<file path="config.mk">
export PLATFORM = sky130hd
export DESIGN_NAME = cond_flag_unit
export DESIGN_NICKNAME = d
export VERILOG_FILES = /design/src/rtl/cond_flag_unit.sv
export SDC_FILE = /design/constraint.sdc
export NUM_CORES = 1
export LEC_CHECK = 0
export CAP_MARGIN = 20
export CORE_MARGIN = 1.5
export CORE_UTILIZATION = 40
export CTS_BUF_LIST = sky130_fd_sc_hd__clkbuf_8
export DETAILED_ROUTE_END_ITERATION = 8
export PLACE_DENSITY_LB_ADDON = 0.12
export REMOVE_ABC_BUFFERS = 1
export SETUP_SLACK_MARGIN = 0.5
export SLEW_MARGIN = 10
export SYNTH_ARGS = -nofsm -noshare
export SYNTH_HDL_FRONTEND = slang
export SYNTH_SLANG_ARGS = --single-unit
</file>
<file path="constraint.sdc">
create_clock -name clk -period 2.06 [get_ports clk]
set_clock_uncertainty 0.2 [all_clocks]
set_input_delay 0.412 -clock clk [delete_from_list [all_inputs] [get_ports clk]]
set_output_delay 0.412 -clock clk [all_outputs]
set_load 0.03 [all_outputs]
</file>
<file path="src/rtl/cond_flag_unit.sv">
// Condition-flag unit: live/saved {N,Z,C,V} registers with exception save/restore,
// plus a one-deep response slot that evaluates ARM condition codes against forwarded flags.
module cond_flag_unit (
  input  logic       clk,
  input  logic       rst_n,
  input  logic [3:0] flag_in,
  input  logic       flag_we,
  input  logic       exc_save,
  input  logic       exc_restore,
  input  logic       req_valid,
  input  logic [3:0] req_cond,
  output logic       req_ready,
  output logic       resp_valid,
  output logic       resp_pass,
  input  logic       resp_ready,
  output logic [3:0] flags,
  output logic [3:0] saved_flags,
  output logic       carry_out
);

  typedef enum logic {EMPTY = 1'b0, FULL = 1'b1} state_t;

  state_t     state;
  logic [3:0] flags_nxt;
  logic       accept;
  logic       pass_p0;

  // Even condition codes are the base test; odd codes are its complement,
  // which also makes AL(E)=1 and NV(F)=0 fall out of the default row.
  function automatic logic cond_eval(input logic [3:0] cond, input logic [3:0] f);
    logic n, z, c, v, base;
    {n, z, c, v} = f;
    case (cond[3:1])
      3'd0:    base = z;
      3'd1:    base = c;
      3'd2:    base = n;
      3'd3:    base = v;
      3'd4:    base = c & ~z;
      3'd5:    base = (n == v);
      3'd6:    base = ~z & (n == v);
      default: base = 1'b1;
    endcase
    return cond[0] ? ~base : base;
  endfunction

  always_comb begin
    flags_nxt = flags;
    if (exc_restore)  flags_nxt = saved_flags;
    else if (flag_we) flags_nxt = flag_in;
  end

  assign resp_valid = (state == FULL);
  assign req_ready  = ~resp_valid | resp_ready;
  assign accept     = req_valid & req_ready;
  assign carry_out  = flags[1];
  assign pass_p0    = cond_eval(req_cond, flags_nxt);

  // Stage p0 -> response slot: result captured on accept, held through stalls.
  always_ff @(posedge clk) begin
    if (!rst_n) begin
      state       <= EMPTY;
      resp_pass   <= 1'b0;
      flags       <= 4'b0000;
      saved_flags <= 4'b0000;
    end else begin
      flags <= flags_nxt;
      if (exc_save) saved_flags <= flags;
      case (state)
        EMPTY: begin
          if (accept) begin
            state     <= FULL;
            resp_pass <= pass_p0;
          end
        end
        FULL: begin
          if (accept) begin
            resp_pass <= pass_p0;
          end else if (resp_ready) begin
            state     <= EMPTY;
            resp_pass <= 1'b0;
          end
        end
        default: begin
          state     <= EMPTY;
          resp_pass <= 1'b0;
        end
      endcase
    end
  end

endmodule

</file>
======== Yosys cells after proc, flatten, opt, wreduce, memory -nomap -nowiden ========
Cells that the tools add are included.
word-level totals
  output and inout bits ................... 12
  word-level logic and storage cells ...... 34
  bits in read-only memories .............. 0
  latch bits .............................. 0
  bits of input ports ..................... 15
  memories kept ........................... 0
  register bits ........................... 10
  bits in writable memories ............... 0
operators by class
  eq/ne operators ......................... 9
  shifts and indexed selects .............. 0
  multiplexer cells ....................... 12
  bitwise logic cells ..................... 7
  $lt $le $gt $ge ......................... 0
  reductions and logical operators ........ 2
  multiply operators ...................... 0
  $add $sub $neg .......................... 0
  div/mod/pow operators ................... 0
operators by type and width
  operator                                                          count
  3-bit == test (second input constant)                             3
  4-bit 2-to-1 mux                                                  2
  1-bit 2-to-1 mux                                                  7
  1-bit one-hot mux with 7 select lines                             1
  3-bit by 2-bit == test with 1-bit output (second input constant)  2
  1-bit one-hot mux with 2 select lines                             2
  1-bit bitwise AND                                                 3
  3-bit by 1-bit == test with 1-bit output (second input constant)  1
  3-bit zero test                                                   1
  3-bit by 2-bit != test with 1-bit output (second input constant)  1
  1-bit inverter                                                    3
  2-bit != test (second input constant)                             1
  2-bit AND reduction                                               1
  1-bit == test                                                     1
  1-bit bitwise OR                                                  1

======== Depth between registers and ports, before layout ========
  depth in word-level cells ............... 9
  mapped depth ............................ 7
  depth with buffers taken out ............ 6

======== Least setup slack after synthesis ========
Ideal clock, no wire load.
  path type ............................... input port to flip-flop
  from .................................... in req_cond[2]
  to ...................................... reg resp_pass
  buffers on the path ..................... 1
  setup time .............................. 0.084 ns
  path slack .............................. 0.223 ns
  data required time ...................... 1.776 ns
  stages .................................. 7
  arrival time ............................ 1.553 ns
  cell sequence ........................... buf_6 or3b_4 nor3b_2 o21a_1 o211a_1 nor3_1 o31ai_2
on the way
  longest elaborated chain between the ends .. 6
  elaborated cells between the ends (all ways) .. 13
  those cells by class .................... eq/ne (6); mux (5); bitwise (1); reduce/logical (1)
ends and longest elaborated chain
  element                                     line    text
  from (decl)                                 11      input logic [3:0] req_cond,
  3-bit == test (tied with other cells)       33      case (cond[3:1])
  1-bit one-hot mux with 7 select lines (*)   33
  1-bit inverter                              43      return cond[0] ? ~base : base;
  1-bit 2-to-1 mux (*)                        43
  1-bit 2-to-1 mux, on equally long branches  76, 70
  1-bit one-hot mux with 2 select lines (*)   68      case (state)
  to (signal assigned)                        72      resp_pass <= pass_p0;
  to (signal assigned)                        77      resp_pass <= pass_p0;
  to (decl)                                   14      output logic resp_pass,
Every way passes the cells marked *; elsewhere a longest branch is shown, timed or not. The select of a mux whose other input is x is not followed.
A chain may end at the register's enable or synchronous reset.

======== Final worst setup path ========
  from .................................... in flag_we
  to ...................................... reg resp_pass
on the way
  longest elaborated chain between the ends .. 9
  elaborated cells between the ends (all ways) .. 12
  those cells by class .................... eq/ne (1); mux (7); bitwise (4)
ends and longest elaborated chain
  element                                          line        text
  from (decl)                                      7           input logic flag_we,
  4-bit 2-to-1 mux (*)                             49          else if (flag_we) flags_nxt = flag_in;
  4-bit 2-to-1 mux (*)                             48          if (exc_restore) flags_nxt = saved_flags;
  1-bit == test or 1-bit inverter (tied branches)  39, 40, 38
  1-bit bitwise AND, on equally long branches      40, 38
  1-bit one-hot mux with 7 select lines (*)        33
  1-bit inverter                                   43
  1-bit 2-to-1 mux (*)                             43
  1-bit 2-to-1 mux, on equally long branches       76, 70
  1-bit one-hot mux with 2 select lines (*)        68
Marked as above.

==> results.yml <==
cells_and_area:
  finish.instance_area_um2: 1170
  area_growth_pct: 63.4
  layout-drive-gt1-share_pct: 43.9
  final_cell_mix: "buf_4 (14), buf_2 (10), nor2_1 (8), dfxtp_1 (8)"
  fillCellCount: 140
  fin_util_pct: 68.4
  final_cells: 148
  diodes: 0
  multiInputGateArea_um2: 509
  regArea_um2: 203
  nNetsFinal: 139
  final_common_cell: "buf_4"
timing:
  finalCritPeriodShare_pct: 87.5
  max_freq_mhz: 555
  timing.hold.ws_ps: 297
  finalSetupViolCount: 0
  finalHoldViolCount: 0
  fin_ws_ps: 257
  tns_ps: 0
  final.min_clock_period_ps: 1800
  max-slew-margin-rel_pct: 84.0
  maxSlewViolCount: 0
  worst-slew-pin-transition_ps: 239
  grt_setup_unrepaired: "yes"
power_and_ir_drop:
  p_total_uw: 649
  leakage_nw: 0.523
  powerDensity_nw_per_um2: 556
  vdd_drop_max_v: 0.000407
clock_tree:
  clock-sinks: 10
  clk_path_buf_depth: 2
  htreeDepth: 1
  cts_tree: "done"
  clkLatencyLatePin_ps: 240
  cts_inserted_buffers: 3
  hold_buffers: 0
  cts_root_buffer: "clkbuf_8"
  cts.clk_slew.worst_paths_ps: 50
drt:
  routed_wl_um: 1890
  drt.antenna.violating_nets: 0
  drtPass1Iterations: 4
  vias: 734
  drt-vias-per-instance: 4.96
  drtIter0Drc: 14
  drc: 0
  avgRoutedWirePerCell_um: 12.8
worst_setup_path:
  critPathArrivalTime_ps: 1730
  worstPathRequired_ps: 1990
  timing.rr.end: "resp_pass$_SDFFE_PN0P_"
  r2r_start: "flags[0]$_SDFF_PN0_"
  reg2regPathDepth: 6
  cp-start-kind: "input port"
  worst_setup_path_end_kind: "register"
  r2r_slack_ps: 320
  crit_type: "in -> reg"
  path_max_fanout: 3
synthesis:
  ys_seq_elements: 10
  syn_inst: 80
  synth.yosys.seq_area_share_pct: 28.0
  async_flop_share_pct: 0
  synth_cell_type_count: 33
  yosysWarnings: 0
  synth_edf_count: 0
  syn_avg_cell_area_um2: 8.93
  synth_area_um2: 714
  synth_ff_type: "dfxtp_1"
worst_hold_path:
  holdCritStartpoint: "resp_pass$_SDFFE_PN0P_"
  holdPathEnd: "resp_pass$_SDFFE_PN0P_"
  hp-class: "reg -> reg"
  hold_path_depth: 2
grt:
  grt_max_degree: 8
  grt-ovfl-total: 0
  grt_pass1_wl_um: 2880
  antenna_found_initial: 0
  grt_usage_pct: 19.6
  grt_pass1_vias: 650
floorplan:
  coreArea_um2: 1710
  dieWidth_um: 45.3
  io_pins: 27
  rows: 15
  die_h_um: 45.3
  start_util_pct: 41.8
  die_area_um2: 2050
placement:
  dp.cells: 137
  portBuffers: 26
  pre_cts_slack_ps: -324
  hpwl_um: 1310
  placed_area_um2: 1050
  place_congestion: 0.796
run:
  maxCapViolCount: 0
run_status:
  status: "finished, final reports clean"
==> registers in the layout (all words and copies together), names as in the netlist <==
register,cells
flags,4
resp_pass,1
resp_valid,1
saved_flags,4
==> timing repair <==
item                                    in CTS  in global routing
resized for setup                           70                 23
pin swaps                                   10                 10
endpoints found under the setup margin      17                  7
setup buffers                                6                  1
==> layout make-up <==
cell class              instances  area share [%]
inverters                       2           0.643
well taps                      25            2.68
multi-input cells              62            43.6
repair buffers                 45            31.0
flip-flops and latches         10            17.4
clock buffers                   4            4.72
==> synthesized netlist by cell type, types with 2 or more instances <==
master / instances / area [µm²]
dfxtp_1: 10 / 200
nor2_1: 8 / 30.0
nor2b_1: 7 / 43.8
mux2i_1: 6 / 60.1
nand2_1: 6 / 22.5
nand2b_1: 4 / 25.0
o21ai_0: 4 / 20.0
xnor2_1: 3 / 26.3
a211oi_1: 2 / 15.0
and2_1: 2 / 12.5
buf_4: 2 / 15.0
buf_6: 2 / 22.5
clkbuf_1: 2 / 7.51
inv_1: 2 / 7.51
nand3_1: 2 / 10.0
==> worst max path at each step <==
stage	cells past startpoint	from	to	slack, ps
global placement	7	flag_we	resp_pass$_SDFFE_PN0P_	-320
floorplan	6	flags[1]$_SDFF_PN0_	resp_pass$_SDFFE_PN0P_	30
CTS	8	flag_we	resp_pass$_SDFFE_PN0P_	220
finish	9	flag_we	resp_pass$_SDFFE_PN0P_	260
detailed placement	7	flag_we	resp_pass$_SDFFE_PN0P_	-320
global route	9	flag_we	resp_pass$_SDFFE_PN0P_	210
==> power by group <==
part / leakage (nW) / total [mW] / switching (mW) / internal [mW]
logic: 0.412 / 0.189 / 0.0896 / 0.0993
clock network: 0.0288 / 0.247 / 0.0787 / 0.168
registers: 0.0828 / 0.213 / 0.00993 / 0.203
total: 0.523 / 0.649 / 0.178 / 0.471
==> cells by family (layout without fill, tap and decap cells) <==
group | Yosys count | in the layout | synth area share, %
DFF | 10 | 10 | 28.0
and+or+nand+nor | 35 | 35 | 27.1
buffers and inverters | 8 | 51 | 7.36
AOI/OAI and AO/OA | 17 | 17 | 22.2
xor gates and xnor gates | 3 | 3 | 3.68
muxes | 7 | 7 | 11.6
==> per-layer routing <==
| layer | vias to the layer above | share of wire [%] | GRT usage [%] |
|---|---|---|---|
| met4 | 0 | 0.53 | 8.82 |
| met2 | 17 | 44 | 28.3 |
| met5 | - | 0 | 0 |
| met1 | 343 | 51 | 28.6 |
| met3 | 2 | 4.3 | 2.80 |
| li1 | 372 | - | - |
==> critical path, stage by stage <==
cell and delay [ps]:
buf_6 70, buf_6 90, buf_6 100, mux4_2 530
nor2_4 120, o2bb2ai_4 70, buf_6 120, nor3_4 150
o31ai_2 80
No activity file was read; power rests on OpenSTA's default activity.
